## src/rtl/lights_out_pkg.sv

```systemverilog
// Shared Lights Out definitions: board geometry, board vector type and
// the serial transmitter state encoding.
package lights_out_pkg;

  localparam int N_CELLS = 25;
  localparam int BOARD_W = N_CELLS;

  typedef logic [BOARD_W-1:0] board_t;

  typedef enum logic [1:0] {
    IDLE,
    SETUP,
    HIGH,
    LATCH
  } tx_state_t;

endpackage

```

## src/rtl/lights_out_board_tx.sv

```systemverilog
// Shifts the board state MSB first into a 74HC595-style LED chain
// (sclk/sdata/latch), one frame per accepted start request.
module lights_out_board_tx
  import lights_out_pkg::*;
#(
  parameter int N_BITS  = 25,
  parameter int CLK_DIV = 4
) (
  input  logic              clk,
  input  logic              rst,
  input  logic [N_BITS-1:0] board,
  input  logic              start,
  output logic              ready,
  output logic              done,
  output logic              sclk,
  output logic              sdata,
  output logic              latch
);

  localparam int DIV_W = $clog2(CLK_DIV) + 1;
  localparam int IDX_W = $clog2(N_BITS) + 1;
  localparam logic [DIV_W-1:0] DIV_LAST = DIV_W'(CLK_DIV - 1);
  localparam logic [IDX_W-1:0] IDX_TOP  = IDX_W'(N_BITS - 1);

  tx_state_t         state_q, state_d;
  logic [DIV_W-1:0]  div_q, div_d;
  logic [IDX_W-1:0]  idx_q, idx_d;
  logic [N_BITS-1:0] shadow_q, shadow_d;
  logic              ready_d, done_d, sclk_d, sdata_d, latch_d;
  logic [IDX_W-1:0]  next_idx;
  logic              next_bit;
  logic              div_last;

  assign div_last = (div_q == DIV_LAST);

  // Bit that goes onto sdata when the current sclk high phase ends.
  always_comb begin
    next_idx = idx_q - IDX_W'(1);
    next_bit = 1'b0;
    for (int i = 0; i < N_BITS; i++) begin
      if (next_idx == IDX_W'(i)) next_bit = shadow_q[i];
    end
  end

  always_comb begin
    state_d  = state_q;
    div_d    = div_q;
    idx_d    = idx_q;
    shadow_d = shadow_q;
    ready_d  = ready;
    done_d   = 1'b0;
    sclk_d   = sclk;
    sdata_d  = sdata;
    latch_d  = latch;

    case (state_q)
      IDLE: begin
        ready_d = 1'b1;
        sclk_d  = 1'b0;
        latch_d = 1'b0;
        if (start && ready) begin
          shadow_d = board;
          idx_d    = IDX_TOP;
          div_d    = '0;
          sdata_d  = board[N_BITS-1];
          ready_d  = 1'b0;
          state_d  = SETUP;
        end
      end
      SETUP: begin
        if (div_last) begin
          div_d   = '0;
          sclk_d  = 1'b1;
          state_d = HIGH;
        end else begin
          div_d = div_q + DIV_W'(1);
        end
      end
      HIGH: begin
        if (div_last) begin
          div_d  = '0;
          sclk_d = 1'b0;
          // Data changes on the same edge as the sclk fall.
          if (idx_q == '0) begin
            latch_d = 1'b1;
            sdata_d = 1'b0;
            state_d = LATCH;
          end else begin
            idx_d   = next_idx;
            sdata_d = next_bit;
            state_d = SETUP;
          end
        end else begin
          div_d = div_q + DIV_W'(1);
        end
      end
      LATCH: begin
        sclk_d = 1'b0;
        if (div_last) begin
          div_d   = '0;
          latch_d = 1'b0;
          ready_d = 1'b1;
          done_d  = 1'b1;
          state_d = IDLE;
        end else begin
          div_d = div_q + DIV_W'(1);
        end
      end
      default: state_d = IDLE;
    endcase
  end

  always_ff @(posedge clk or posedge rst) begin
    if (rst) begin
      state_q  <= IDLE;
      div_q    <= '0;
      idx_q    <= '0;
      shadow_q <= '0;
      ready    <= 1'b1;
      done     <= 1'b0;
      sclk     <= 1'b0;
      sdata    <= 1'b0;
      latch    <= 1'b0;
    end else begin
      state_q  <= state_d;
      div_q    <= div_d;
      idx_q    <= idx_d;
      shadow_q <= shadow_d;
      ready    <= ready_d;
      done     <= done_d;
      sclk     <= sclk_d;
      sdata    <= sdata_d;
      latch    <= latch_d;
    end
  end

endmodule

```

## config.mk

```make
export PLATFORM = sky130hd
export DESIGN_NAME = lights_out_board_tx
export DESIGN_NICKNAME = d
export VERILOG_FILES = /design/src/rtl/lights_out_pkg.sv /design/src/rtl/lights_out_board_tx.sv
export SDC_FILE = /design/constraint.sdc
export NUM_CORES = 1
export LEC_CHECK = 0
export CORE_ASPECT_RATIO = 1.5
export CORE_MARGIN = 2
export CORE_UTILIZATION = 37
export CTS_BUF_LIST = sky130_fd_sc_hd__clkbuf_8
export DETAILED_ROUTE_END_ITERATION = 10
export PLACE_DENSITY_LB_ADDON = 0.12
export SLEW_MARGIN = 25
export SYNTH_ARGS = -nofsm -noshare
export SYNTH_HDL_FRONTEND = slang
export SYNTH_SLANG_ARGS = --single-unit
```

## constraint.sdc

```tcl
create_clock -name clk -period 3.5 [get_ports clk]
set_input_delay 0.7 -clock clk [delete_from_list [all_inputs] [get_ports clk]]
set_output_delay 0.7 -clock clk [all_outputs]
set_load 0.1 [all_outputs]
```

=== Word-level counts from Yosys, hierarchy flattened ===
Index checks and enable logic that the tools add are counted.

* Bits in registers: 41
* Output and inout port bits: 5
* Word-level logic and storage cells: 113

* Add/sub/neg operators: 2
* Reductions and logical operators: 16
* Muxes and demuxes: 52
* Equal/unequal tests: 34

{| class="wikitable"
|+ Operator list
! cell !! count
|-
| equality test 6 x 5 -> 1 bit, second input constant || 9
|-
| equality test 6 x 4 -> 1 bit, second input constant || 8
|-
| 2-to-1 mux 1 bit || 35
|-
| equality test 6 x 3 -> 1 bit, second input constant || 4
|-
| 2-to-1 mux 6 bit || 3
|-
| equality test 6 x 2 -> 1 bit, second input constant || 2
|-
| logical NOT 6 bit || 2
|-
| != test 2 bit, second input constant || 6
|-
| case mux 6 bit (2 select lines) || 1
|-
| AND reduction 4 bit || 3
|-
| 2-to-1 mux 2 bit || 5
|-
| case mux 2 bit (4 select lines) || 1
|-
| equality test 6 x 1 -> 1 bit, second input constant || 1
|-
| 2-to-1 mux 3 bit || 2
|-
| case mux 1 bit (3 select lines) || 2
|-
| case mux 3 bit (2 select lines) || 1
|-
| AND reduction 2 bit || 3
|-
| subtractor 6 x 1 -> 6 bit, second input constant || 1
|-
| equality test 2 bit, second input constant || 2
|-
| case mux 1 bit (2 select lines) || 2
|-
| nonzero test 2 bit || 2
|-
| adder 3 x 1 -> 3 bit, second input constant || 1
|-
| equality test 3 x 2 -> 1 bit, second input constant || 1
|-
| AND reduction 3 bit || 1
|-
| other kinds (6) || 6
|}

=== Depth between registers and ports, before layout ===
Gate-level depths: netlist (run 1).

* Word-level depth: 30
* Mapped depth: 9
* Gate-level depth less buffers: 8

=== Least setup slack after synthesis (run 1) ===
Ideal clock, no wire load.

* Path kind: flip-flop to flip-flop
* Start point: register idx_q[0]
* End point: register sdata
* Setup slack: 1.313 ns
* Buffers on the path: 1
* Data required time: 3.405 ns
* Clock period less this slack: 2.187 ns
* Setup time: 0.095 ns
* Arrival time: 2.092 ns
* Cell stages (with the launch flop): 10
* Cells stage by stage: dfrtp_1 > inv_1 > ha_1 > buf_4 > xnor2_1 > mux2i_1 > nand2_1 > a221oi_2 > a311oi_1 > o31ai_1

* Longest elaborated chain between the ends: 30
* Elaborated cells between the ends (all ways): 55
* Those cells by class: add/sub (1); eq/ne (24); mux (28); reduce/logical (2)

{| class="wikitable"
|+ RTL lines
! item !! line !! RTL
|-
| start: declaration || lights_out_board_tx.sv:27 || <nowiki>logic [IDX_W-1:0] idx_q, idx_d;</nowiki>
|-
| start signal: assignment || lights_out_board_tx.sv:127 || <nowiki>idx_q <= idx_d;</nowiki>
|-
| subtractor 6 x 1 -> 6 bit || lights_out_board_tx.sv:38 || <nowiki>next_idx = idx_q - IDX_W'(1);</nowiki>
|-
| logical NOT 6 bit || lights_out_board_tx.sv:41 || <nowiki>if (next_idx == IDX_W'(i)) next_bit = shadow_q[i];</nowiki>
|-
| 2-to-1 mux 1 bit (25 in a row) || lights_out_board_tx.sv:41 ||
|-
| 2-to-1 mux 1 bit (*) || lights_out_board_tx.sv:84 || <nowiki>if (idx_q == '0) begin</nowiki>
|-
| 2-to-1 mux 1 bit (*) || lights_out_board_tx.sv:80 || <nowiki>if (div_last) begin</nowiki>
|-
| case mux 1 bit (2 select lines) (*) || lights_out_board_tx.sv:56 || <nowiki>case (state_q)</nowiki>
|-
| end signal: assignment || lights_out_board_tx.sv:132 || <nowiki>sdata <= sdata_d;</nowiki>
|-
| end: declaration || lights_out_board_tx.sv:16 || <nowiki>output logic sdata,</nowiki>
|}

Every way passes the cells marked *; elsewhere a longest branch is shown, timed or not. The select of a mux whose other input is x is not followed.
A chain may end at the register's enable or synchronous reset.

=== Worst setup path after layout (run 1) ===
* Start point: register idx_q[1]
* End point: register sdata

The elaborated chain is that of the path after synthesis.

==> impl_metrics.toml, run 1 <==
[layout]
area_of_the_multi_input_gates_mm2 = 0.00124
final-instance-count-excl-fill = 339
seq_area_mm2 = 0.00103
syn_to_final_growth_pct = 19.1
postLayoutCellArea_mm2 = 0.00284
diodes = 0
filler_cell_count = 612
drive_above_1_share_pct = 15.5
layout.nets = 303

[synth]
synth_largest_type_area_fraction_pct = 42.0
ff_latch_count_synth = 41
number_of_warnings_printed_during_yosys_synthesis = 0
number_of_enable_flip_flop_cells_after_synthesis = 0
syn-instance-count = 236
share_of_synthesized_registers_carrying_an_async_set_or_reset_pct = 100
yosysTopAreaCell = "dfrtp_1"
netlist_top_cells_count = "dfrtp_1, mux2_2, nand2_1"
post-synth-top-count-cell = "dfrtp_1"
synth_area_mm2 = 0.00239
synth_cell_type_count = 52
synth_nets = 274
netlist_top_cells_area = "dfrtp_1, mux2_2, ha_1, nand2_1, a21oi_1"
sequential_to_total_area_share_from_yosys_stat_pct = 43.1
dominantRegCellSynth = "dfrtp_1"
syn_avg_cell_area_um2 = 10.1

[sta]
max_freq_mhz = 393
slew-limit-headroom_pct = 35.3
timing_worst_slew_pin_value_ns = 0.967
final_hold_viol_count = 0
layout_worst_path_cycle_share_pct = 72.7
final.setup_skew_ns = 0.00678
setup_tns_ns = 0
maxSlewViolCount = 0
hold-worst-slack_ns = 0.510
report.final.setup_viol = 0
minimum_clock_period_after_layout_ns = 2.54
rsz0062_at_grt = "false"

[critical_path]
critical_path_arrival_ns = 2.74
critPathSlowestCell = "dfrtp_1"
crit_chain = "inv_1, ha_1, xnor2_1, mux2i_1, nand2_1, a221oi_2, a311oi_1, o31ai_1"
crit_path_max_incr_delay_ns = 0.52
crit_type = "reg -> reg"
cp_max_fo = 13
crit_required_ns = 3.70
crit_path_start_kind = "flop"
crit_path_end_kind = "flop"

[grt]
grt-ovfl-total = 0
initial_antenna_violation_count = 0
grt_pass1_wl_mm = 9.15
grt_start_max_net_pins = 42
grt.total_usage_pct = 16.2
vias_in_the_first_global_route = 1947

[place]
hpwlAfterDp_mm = 3.88
dpl-instance-area_mm2 = 0.00276
port_buffers = 32
place_inst = 332
gp_congestion = 0.826

[floorplan]
num_rows = 35
die_height_um = 102
die_area_mm2 = 0.00712
chipWidth_um = 69.6
floorplan.io_pins = 33
floorplan.initialDensity_pct = 38.6
core_mm2 = 0.00617

[clock_network]
cts-buffers-inserted = 5
tritoncts = "built"
post_cts_resize_count = 0
cts-htree-levels = 2
clkSlewWorstSetupHoldPaths_ns = 0.08
cts.sinks = 41
cts.repair_timing.setup_buffer_count = 0
clk-insertion-delay-late_ns = 0.29
cts_hold_buf = 0
cts_max_path_buffers = 2
clk_root_buffer_cell = "clkbuf_8"

[detailed_routing]
drt_iter0_drc = 100
drt.antenna.violating_nets = 0
detail_route.wl_per_cell_um = 15.9
first_pass_iters = 4
wirelength_mm = 5.38
avgViaCountPerCell = 5.49
vias = 1861
drc_errors = 0

[power_and_ir_drop]
worst_ir_drop_vdd_uv = 597
internal_power_mw = 1.41
power_switching_mw = 1.10
power.static_leakage_nw = 1.20
fraction_of_power_spent_switching_nets_pct = 43.8
power.share.sequential_pct = 33.8
p_comb_share_pct = 53.7
share_clk_of_total_power_pct = 12.5
power_density_mw_per_mm2 = 880

[flow_run]
drv.max_cap_violation_count = 0

[outcome]
run_status = "complete, no violations"

[worst_hold_path]
min_path_type = "reg -> reg"
-- area by class of cell --
cell class              count  share of cell area, %
clock buffers               6                   2.90
clock inverters             1                  0.132
inverters                  16                   2.11
multi-input cells         167                   43.7
flip-flops and latches     41                   36.1
well taps                  74                   3.26
repair buffers             34                   11.7
-- flip-flops by register name, indices dropped and copies added, names as in the netlist --
register / flops
shadow_q: 25
idx_q: 6
div_q: 3
sdata: 1
done: 1
sclk: 1
latch: 1
ready: 1
state_q: 2
-- final timing paths --
path                                          from                       end  slack [ns]  cells past startpoint
max                           idx_q[1]$_DFFE_PP0P_         sdata$_DFFE_PP0P_        0.96                      8
min                        shadow_q[1]$_DFFE_PP0P_   shadow_q[1]$_DFFE_PP0P_        0.51                      1
max reg2reg                   idx_q[1]$_DFFE_PP0P_         sdata$_DFFE_PP0P_        0.96                      8
min reg2reg                shadow_q[1]$_DFFE_PP0P_   shadow_q[1]$_DFFE_PP0P_        0.51                      1
max in group asynchronous                      rst         ready$_DFFE_PP1P_        2.29                      3
min in group asynchronous                      rst  shadow_q[23]$_DFFE_PP0P_        0.84                      3
-- per-layer routing --
layer,global-route usage [%],wire length [um],up-vias
met5,0,0,-
met4,7.54,160,0
met3,2.86,169,13
met2,28.2,2700,40
met1,19.5,2340,903
li1,-,-,905
-- metrics by stage --
stage / power, mW / utilization [%] / setup slack (ns)
after floorplan: 1.88 / - / 1.31
after global placement: 2.19 / 44.6 / 1.04
after detailed placement: 2.20 / 44.6 / 0.995
after CTS: 2.52 / 46.0 / 0.975
after global routing: 2.71 / 46.0 / 0.809
final: 2.50 / 46.0 / 0.956
-- power groups by stage --
stage | Clock (mW) | Sequential [mW] | Combinational, mW
final | 0.313 | 0.845 | 1.34
after detailed placement | 0 | 0.857 | 1.34
after global routing | 0.353 | 0.879 | 1.48
after global placement | 0 | 0.850 | 1.34
after floorplan | 0 | 0.931 | 0.945
after CTS | 0.325 | 0.847 | 1.35
-- cell families after synthesis --
family,after synthesis,share of synthesized area [%]
AOI/OAI and AO/OA,66,20.3
xor gates and xnor gates,3,1.10
adders and majority gates,10,5.24
buffers and inverters,28,4.82
DFF,41,43.1
muxes,27,12.6
and+or+nand+nor,61,12.8
-- critical path: cells and delay by family, from the launching register on --
| family | cells | cell delay (ns) |
|---|---|---|
| flip-flops | 1 | 0.52 |
| AND/OR/NAND/NOR | 1 | 0.09 |
| AO/OA/AOI/OAI | 3 | 0.57 |
| buffers and inverters | 1 | 0.15 |
| multiplexers | 1 | 0.27 |
| XOR/XNOR | 1 | 0.49 |
| adder cells (fa/ha/maj) | 1 | 0.37 |
-- layout by cell type (no fill, tap or decap), drive strengths merged, types with 3 or more instances in the layout --
master         Yosys  final
nor2b              5      5
nor2              13     13
mux2i              3      3
a221oi             3      3
a21oi             13     13
nand2             19     19
clkdlybuf4s50      0     31
inv               16     17
nor3               6      6
clkbuf             5      6
mux2              24     24
o22ai              5      5
nand2b             4      4
o31a               3      3
a22oi              3      3
ha                10     10
buf                7      3
dfrtp             40     40
o31ai              3      3
o21ai             13     13
a211oi             5      5
o22a               3      3
(Power assumes the default switching activity.)
==> inputs of run 2 (changes only) <==
==> constraint.sdc (replaced) <==
create_clock -name clk -period 2.05 [get_ports clk]
set_input_delay 0.41 -clock clk [delete_from_list [all_inputs] [get_ports clk]]
set_output_delay 0.41 -clock clk [all_outputs]
set_load 0.1 [all_outputs]
==> run 2 against run 1 <==
Effect of this change:
- the flow now finishes with violations (setup timing)
- utilization is 7.3 points higher
- clock skew is essentially flat
- first-iteration DRC count shrank 14%
- flip-flop and latch count unchanged
- largest cell class unchanged
- routed wire length increased by 7.9%
- setup slack got worse by 0.96 ns
- die area unchanged
==> impl_metrics.toml, run 2 (synthesis gave the netlist of run 1 again) <==
[worst_hold_path]
min_path_type = "reg -> reg"

[sta]
minimum_clock_period_after_layout_ns = 2.05
final_critical_path_setup_slack_ns = -0.000324
final.setup_skew_ns = 0.00699
rsz0062_at_grt = "true"
report.final.setup_viol = 1
maxSlewViolCount = 0
timing_worst_slew_pin_value_ns = 0.534
max_freq_mhz = 488
layout_worst_path_cycle_share_pct = 100
final_hold_viol_count = 0
slew-limit-headroom_pct = 64.4

[critical_path]
ff2ff_setup_slack_ns = -0.0003
critical_path_arrival_ns = 2.26
critPathSlowestCell = "dfrtp_1"
crit_required_ns = 2.26
crit_path_end = "sdata$_DFFE_PP0P_"
crit_type = "reg -> reg"
cpLargestDelayFamily = "compound AO/OA/AOI/OAI gates"
crit_path_end_kind = "flop"
worst_r2r_path_depth = 8
crit_cells = 8
worstReg2RegStart = "idx_q[1]$_DFFE_PP0P_"
worst_setup_path_startpoint = "idx_q[1]$_DFFE_PP0P_"
crit_top_cell = "o31a_1"
cp_max_fo = 7
r2r_end = "sdata$_DFFE_PP0P_"
crit_chain = "buf_6, or3_4, a211oi_4, o21ai_2, buf_4, o31a_1, o31a_1, o31ai_2"
crit_path_max_incr_delay_ns = 0.42
crit_path_start_kind = "flop"
critical_path.n_buffers_inverters = 2

[outcome]
run_status = "finished with violations"
failed_checks = "setup timing"

[floorplan]
floorplan.io_pins = 33
die_area_mm2 = 0.00712
floorplan.initialDensity_pct = 38.6
core_mm2 = 0.00617
chipWidth_um = 69.6
num_rows = 35
die_height_um = 102

[detailed_routing]
drt.antenna.violating_nets = 0
avgViaCountPerCell = 5.31
wirelength_mm = 5.80
first_pass_iters = 5
vias = 2023
detail_route.wl_per_cell_um = 15.2
drt_iter0_drc = 86
drc_errors = 0

[layout]
largest_reg_flops = 25
diodes = 0
filler_cell_count = 568
register_with_the_most_flip_flops = "shadow_q"
drive_above_1_share_pct = 34.2
layout.cells.most_common = "buf_4"
syn_to_final_growth_pct = 38.1
reg_top3 = "shadow_q x25, idx_q x6, div_q x3"
layout.nets = 345
top_library_cells_by_usage_in_the_layout_fill_and_taps_aside = "buf_4, dfrtp_1, clkdlybuf4s50_1"

[place]
port_buffers = 32
gp_congestion = 0.881
pre_cts_ws_ns = -0.161
hpwlAfterDp_mm = 4.35

[clock_network]
cts_max_path_buffers = 2
cts.sinks = 41
clkSlewWorstSetupHoldPaths_ns = 0.08
clk_root_buffer_cell = "clkbuf_8"
cts_hold_buf = 0
clk-insertion-delay-late_ns = 0.29
cts-buffers-inserted = 5
tritoncts = "built"
cts-htree-levels = 2

[power_and_ir_drop]
total_power_mw = 5.03
worst_ir_drop_vdd_uv = 870
power.static_leakage_nw = 1.43
power_density_mw_per_mm2 = 1530

[grt]
grt.total_usage_pct = 17.6
grt_start_max_net_pins = 42
grt_pass1_wl_mm = 9.87
grt-ovfl-total = 0
vias_in_the_first_global_route = 2082
initial_antenna_violation_count = 0

[flow_run]
drv.max_cap_violation_count = 0
## run 2: changes by cell type in the layout (fill, tap and decap cells not counted), sizes merged
cell	change
buf	+46
clkbuf	-1
clkinv	+1
clkdlybuf4s50	-4
## run 2: where the power goes
group	internal [mW]	switching [mW]	total (mW)
clock network	0.231	0.279	0.510
logic	1.52	1.56	3.09
registers	1.18	0.252	1.43
total	2.94	2.09	5.03
## run 2: worst min-delay path by stage
stage	start	endpoint	slack [ns]	cells past startpoint
finish	shadow_q[9]$_DFFE_PP0P_	shadow_q[9]$_DFFE_PP0P_	0.51	1
global route	div_q[1]$_DFFE_PP0P_	div_q[1]$_DFFE_PP0P_	0.54	1
CTS	shadow_q[18]$_DFFE_PP0P_	shadow_q[18]$_DFFE_PP0P_	0.52	1
detailed placement	shadow_q[24]$_DFFE_PP0P_	shadow_q[24]$_DFFE_PP0P_	0.50	2
global placement	div_q[1]$_DFFE_PP0P_	div_q[1]$_DFFE_PP0P_	0.48	1
floorplan	div_q[1]$_DFFE_PP0P_	div_q[1]$_DFFE_PP0P_	0.47	1
## run 2: per-stage QoR
| stage | utilization [%] | hold slack [ns] | instance area [um^2] | std cells | setup TNS, ns |
|---|---|---|---|---|---|
| 2_1_floorplan | - | 0.470 | 2400 | 236 | 0 |
| 6_report | 53.4 | 0.512 | 3290 | 381 | -0.000324 |
| 5_1_grt | 53.4 | 0.537 | 3290 | 381 | -0.116 |
| 3_3_place_gp | 49.9 | 0.482 | 3080 | 372 | -0.270 |
| 3_5_place_dp | 49.9 | 0.499 | 3080 | 372 | -0.297 |
| 4_1_cts | 53.2 | 0.518 | 3280 | 380 | 0 |
## run 2: timing repair
action                     in CTS  in global routing
setup endpoints to repair       4                  3
buffers inserted                2                  1
pin swaps                       9                  1
gates resized for setup        22                  3
## run 2: cell type report
| class | count | area [um^2] | area share, % |
|---|---|---|---|
| multi-input combinational | 167 | 1360 | 41.2 |
| sequential | 41 | 1030 | 31.4 |
| timing repair buffer | 76 | 671 | 20.4 |
| tap | 74 | 92.6 | 2.81 |
| clock buffer | 5 | 68.8 | 2.09 |
| inverter | 16 | 60.1 | 1.82 |
| clock inverter | 2 | 12.5 | 0.380 |
## run 2: metal layers
| layer | vias up | track usage (%) | share of wire (%) |
|---|---|---|---|
| met5 | - | 0 | 0 |
| met4 | 0 | 7.84 | 2.4 |
| met3 | 13 | 2.96 | 3.3 |
| met2 | 39 | 30.3 | 51 |
| met1 | 979 | 21.9 | 43 |
| li1 | 992 | - | - |
